File: src/rtl/move_ctrl_rpt.sv
`default_nettype none
// ============================================================================
//  Module   : move_ctrl_rpt
//  Purpose  : Game-board move controller with key priority, hold-to-repeat,
//             reject pulse and a saturating committed-move counter.
//             Detects rising edges on level key inputs, picks the lowest
//             index key, and runs a MOVE/STORE handshake with the datapath.
//  Ports    : clk        system clock
//             clr_n      asynchronous active-low reset
//             key        level key inputs (1 = pressed), synchronous to clk
//             move_able  datapath: requested move is legal (sampled in MOVE)
//             code       one-hot latched direction of the current move
//             move       1-cycle move request to the datapath
//             store      1-cycle commit strobe after an accepted move
//             reject     1-cycle pulse when a requested move is refused
//             busy       high whenever the controller is not idle
//             move_cnt   count of committed moves, saturating
//  Revision : 1.0  initial release
// ============================================================================
module move_ctrl_rpt #(
    parameter int NUM_KEYS   = 4,
    parameter int REPEAT_DLY = 8,
    parameter int REPEAT_PER = 4,
    parameter int CNT_W      = 8
) (
    input  logic                clk,
    input  logic                clr_n,
    input  logic [NUM_KEYS-1:0] key,
    input  logic                move_able,
    output logic [NUM_KEYS-1:0] code,
    output logic                move,
    output logic                store,
    output logic                reject,
    output logic                busy,
    output logic [CNT_W-1:0]    move_cnt
);

    // Repeat counter only ever counts up to lim-1, so REP_MAX-1 is the
    // largest value it holds.
    localparam int REP_MAX = (REPEAT_DLY > REPEAT_PER) ? REPEAT_DLY : REPEAT_PER;
    localparam int REP_W   = (REP_MAX < 2) ? 1 : $clog2(REP_MAX);

    localparam logic [REP_W-1:0] DLY_LAST = REP_W'((REPEAT_DLY == 0) ? 0 : REPEAT_DLY - 1);
    localparam logic [REP_W-1:0] PER_LAST = REP_W'((REPEAT_PER == 0) ? 0 : REPEAT_PER - 1);
    localparam logic             RPT_EN   = (REPEAT_DLY != 0);
    localparam logic [CNT_W-1:0] CNT_MAX  = {CNT_W{1'b1}};

    typedef enum logic [1:0] {
        ST_IDLE  = 2'd0,
        ST_MOVE  = 2'd1,
        ST_STORE = 2'd2,
        ST_HOLD  = 2'd3
    } state_t;

    state_t              state_q, state_d;
    logic [NUM_KEYS-1:0] code_q, code_d;
    logic [CNT_W-1:0]    cnt_q, cnt_d;
    logic [REP_W-1:0]    rep_q, rep_d;
    logic                first_q, first_d;
    logic [NUM_KEYS-1:0] key_prev_q;
    logic                armed_q;

    logic [NUM_KEYS-1:0] press;
    logic [NUM_KEYS-1:0] sel;
    logic                rep_hit;

    // key_prev is cleared by reset, so the first clock after reset only
    // captures the key levels; armed_q suppresses a false press there.
    assign press   = armed_q ? (key & ~key_prev_q) : '0;
    // Isolate the lowest set bit: x & (~x + 1).
    assign sel     = press & (~press + NUM_KEYS'(1));
    assign rep_hit = (rep_q == (first_q ? DLY_LAST : PER_LAST));

    always_comb begin
        state_d = state_q;
        code_d  = code_q;
        cnt_d   = cnt_q;
        rep_d   = rep_q;
        first_d = first_q;
        move    = 1'b0;
        store   = 1'b0;
        reject  = 1'b0;
        busy    = (state_q != ST_IDLE);

        case (state_q)
            ST_IDLE: begin
                if (|press) begin
                    state_d = ST_MOVE;
                    code_d  = sel;
                    first_d = 1'b1;
                end
            end
            ST_MOVE: begin
                move = 1'b1;
                if (move_able) begin
                    state_d = ST_STORE;
                end else begin
                    reject  = 1'b1;
                    state_d = ST_IDLE;
                end
            end
            ST_STORE: begin
                store   = 1'b1;
                if (cnt_q != CNT_MAX) begin
                    cnt_d = cnt_q + CNT_W'(1);
                end
                state_d = ST_HOLD;
                rep_d   = '0;
            end
            ST_HOLD: begin
                // A fresh press always wins over release and repeat timing.
                if (|press) begin
                    state_d = ST_MOVE;
                    code_d  = sel;
                    first_d = 1'b1;
                end else if ((key & code_q) == '0) begin
                    state_d = ST_IDLE;
                end else if (!RPT_EN) begin
                    state_d = ST_HOLD;
                end else if (rep_hit) begin
                    state_d = ST_MOVE;
                    first_d = 1'b0;
                end else begin
                    rep_d = rep_q + REP_W'(1);
                end
            end
            default: begin
                state_d = ST_IDLE;
            end
        endcase
    end

    always_ff @(posedge clk or negedge clr_n) begin
        if (!clr_n) begin
            state_q    <= ST_IDLE;
            code_q     <= '0;
            cnt_q      <= '0;
            rep_q      <= '0;
            first_q    <= 1'b0;
            key_prev_q <= '0;
            armed_q    <= 1'b0;
        end else begin
            state_q    <= state_d;
            code_q     <= code_d;
            cnt_q      <= cnt_d;
            rep_q      <= rep_d;
            first_q    <= first_d;
            key_prev_q <= key;
            armed_q    <= 1'b1;
        end
    end

    assign code     = code_q;
    assign move_cnt = cnt_q;

endmodule
`default_nettype wire

File: config.mk
export PLATFORM = sky130hd
export DESIGN_NAME = move_ctrl_rpt
export DESIGN_NICKNAME = d
export VERILOG_FILES = /design/src/rtl/move_ctrl_rpt.sv
export SDC_FILE = /design/constraint.sdc
export NUM_CORES = 1
export LEC_CHECK = 0
export ABC_AREA = 0
export CAP_MARGIN = 15
export CORE_ASPECT_RATIO = 1.75
export CORE_UTILIZATION = 51
export CTS_CLUSTER_SIZE = 16
export DETAILED_ROUTE_END_ITERATION = 8
export DONT_BUFFER_PORTS = 1
export PLACE_DENSITY_LB_ADDON = 0.1
export SYNTH_ARGS = -nofsm -noshare
export SYNTH_HDL_FRONTEND = slang
export SYNTH_SLANG_ARGS = --single-unit
File: constraint.sdc
create_clock -name clk -period 1.4 [get_ports clk]
set_clock_uncertainty 0.05 [all_clocks]
set_input_delay 0.35 -clock clk [delete_from_list [all_inputs] [get_ports clk]]
set_output_delay 0.35 -clock clk [all_outputs]
set_load 0.03 [all_outputs]
==> results.md <==
- Worst-Skew Late Latency: roughly 270 ps
- Clock transition at path regs: around 80 ps
- Max transition margin: about three fifths
- Commonest non-fill, non-tap cells in the layout: 31 x buf_4, 17 x nand2_1, 15 x dfrtp_1
- Antenna Cells: 0
- Critical path fanouts, max: 6
- Post-synthesis register bit count: 23
- First-pass GRT wire length: about 4400 um
- Routed WL: 3150 um
- Largest net degree at the start of global routing: 24
- Tot GR Track Use: roughly a quarter
- Placer Congestion: 0.735
- Initial antenna violation count: 0
- Cell Area, Placed: 1560 um^2
- Synth warn: 0
- Fill count: 143
- DRT iter0 DRCs: 25
- Setup ws final: -222 ps
- DRC viols: 0
- DP Worst Slack: -205 ps
- Reg-to-reg slack, setup: -220 ps
- Worst Tran Pin Value: between 600 and 700 ps
- CTS tree: built
- Die Footprint: 2580 um^2
- Status: complete, but fails checks
- Final Hold Fails: 0
- CP Class: reg2reg
- Layout cells sized above 1: 50.9%
- Total gr overflow: 0
- R2R Path End: rep_q[0]
- Switch Pwr: ~0.0015 W
- CP Data Required Time: 1520 ps
- IO Port Bufs: 0
- Reg area: around 590 um^2
- Post-layout min period: ~1600 ps
- Sw Ratio: 42.6%
- Routed vias: between 1000 and 1500
- Max VDD drop: between 0.001 and 0.0015 V
- Sequential power share: between 20 and 30%
- Nets: approximately 170
- WP data arrival: 1740 ps
- Clock power frac: 11.7%
- Multi-input logic area: roughly 750 um^2
- Sequence of cells on the critical path: nor2b_4, o41ai_4, buf_4, buf_6, nand3_4, xnor2_1, a22o_1
- Synthesized area per cell: ~11 um^2
- Syn Inst Count: about 120
- # H-tree levels: 1
- Leakage: around 0.84 nW
- Hold Crit Start: key[1]
- Core area: between 2000 and 2500 um^2
- Cts bufs inserted: 3
- Crit path capture type: flop
- Number of vias per cell: around 5.5
- CP max stage cell: dfrtp_1
- Syn Nets: 129
- Post-synth top area cell: dfrtp_1
- Synth top area share: a little under half
- Chip width: about 39 um
- Slew Limit Fails: 0
- Synth unique cells: 32
- Clk sinks: 23
- Non-Filler Instances: 184
- CTS Root Cell: clkbuf_8
- Area contributors post-synth: dfrtp_1 48%, ha_1 7.2%, nand2_1 5.6%, xnor2_1 4.3%, nand3_1 4.1%
- CP max stage delay: ~380 ps
- Dpl cells: 170
- Hold Path Sink: key_prev_q[1]
- DRT Pass-1 Iters: 4
- Reg2reg path depth: 7
- RSZ-0062 raised after global routing: yes
- MaxCap Viol Count: 0
- Clock tree buffer depth: 2
- # setup viols final: 10
- Number of global-route vias before repair: approximately 1100
- Worst setup SP type: flop
- Fin crit share: 116%
- Hold path depth: 0
- Number of I/O pins: 23
- # rows: 23
- Power Density: 1990 nW/um^2
- Failing checks: setup timing
- Synthesized cell area: 1210 um^2
- Avg WL per Cell: roughly 17 um
- Hold slack: 53.2 ps
- Comb pwr share: between 60% and 70%
- Internal: ~0.0021 W
- Worst r2r src: key_prev_q[0]
- Register area share after synthesis: a little under half
- Hpwl dp: 2000 um
- Achievable frequency: slightly above 600 MHz
- Min-delay worst type: in2reg
- Commonest non-fill, non-tap cell in the layout: buf_4
- Die H: 66.4 um
- Area grow syn2layout: 48.7%
- Initial Utilization: a little over half
- Routed Antenna Nets: 0
- Final instance area: approximately 1800 um^2
-- registers in the layout, summed over array words and instances (netlist names), named ones only --
register    count
armed_q         1
code            4
first_q         1
key_prev_q      4
move_cnt        8
rep_q           3
state_q         1
-- what timing repair did --
| item | in CTS | in global routing |
|---|---|---|
| hold buffers | 1 | 0 |
| hold endpoints to repair | 23 | 0 |
| endpoints found under the setup margin | 13 | 17 |
| pin swaps | 7 | 5 |
| resized for setup | 12 | 17 |
| buffers inserted | 2 | 6 |
-- cell usage after synthesis, drive strengths merged --
library cell and n:
o41ai 1, nor3 2, and3 1, nand4bb 1, a21o 1, o22ai 1
nand3 10, dfrtp 23, ha 7, nor2 3, nor2b 6, buf 2
a22o 3, o21ai 7, and2 1, mux2i 1, nor3b 1, inv 5
nand2 18, xor2 4, a22oi 3, and2b 1, xnor2 6, conb 1
a21oi 2, a221oi 1, nand4 2, o311ai 1
-- power groups by stage --
stage	Combinational [W]	Clock, W	Sequential, W
floorplan	0.000896	0	0.00128
global placement	0.00171	0	0.000997
detailed placement	0.00175	0	0.00101
CTS	0.00191	0.000427	0.000994
global route	0.00230	0.000447	0.00102
finish	0.00216	0.000418	0.00100
-- kinds of logic after synthesis --
group / count (synthesis) / synth area share (%)
buffers and inverters: 7 / 2.90
xor gates and xnor gates: 10 / 7.25
DFF: 23 / 47.6
other: 1 / 0.310
muxes: 1 / 0.828
AOI/OAI and AO/OA: 20 / 13.1
adders and majority gates: 7 / 7.25
and+or+nand+nor: 46 / 20.7
-- stage by stage --
step	utilization, %	total power, W	setup TNS (ps)
after floorplan	-	0.00217	-686
after global placement	68.5	0.00270	-896
after detailed placement	68.5	0.00276	-1000
after CTS	73.6	0.00333	-3070
after global routing	79.0	0.00377	-2370
final	79.0	0.00358	-1690
-- final cells by class --
type	count	share of cell area, %
inverter	5	1.25
clock buffer	4	2.51
timing repair buffer	42	20.0
sequential	23	32.6
tap	25	1.74
multi-input combinational	85	41.9
-- worst max path at each step --
| stage | from | endpoint | slack (ps) | depth (start not counted) |
|---|---|---|---|---|
| 2_1_floorplan | key[0] | rep_q[0] | -160 | 6 |
| 3_3_place_gp | key[0] | rep_q[0] | -190 | 6 |
| 3_5_place_dp | key[0] | first_q | -210 | 7 |
| 4_1_cts | flop | reject | -210 | 3 |
| 5_1_grt | key_prev_q[0] | flop | -310 | 6 |
| 6_report | key_prev_q[0] | rep_q[0] | -220 | 7 |
-- worst max-delay path: cells and delay by family, from the launching register on --
kind | cells | cell delay (ps)
xor gates and xnor gates | 1 | 140
AOI/OAI and AO/OA | 2 | 490
and+or+nand+nor | 2 | 150
buffers and inverters | 2 | 310
DFF | 1 | 380
-- per-layer routing --
| layer | vias to the layer above | global-route usage [%] | part of all wire, % |
|---|---|---|---|
| met5 | - | 0 | 0 |
| met4 | 0 | 11.2 | 1.4 |
| met3 | 5 | 4.38 | 3.2 |
| met2 | 23 | 47.7 | 61 |
| met1 | 498 | 22.2 | 35 |
| li1 | 484 | - | - |
(Power assumes the default switching activity.)
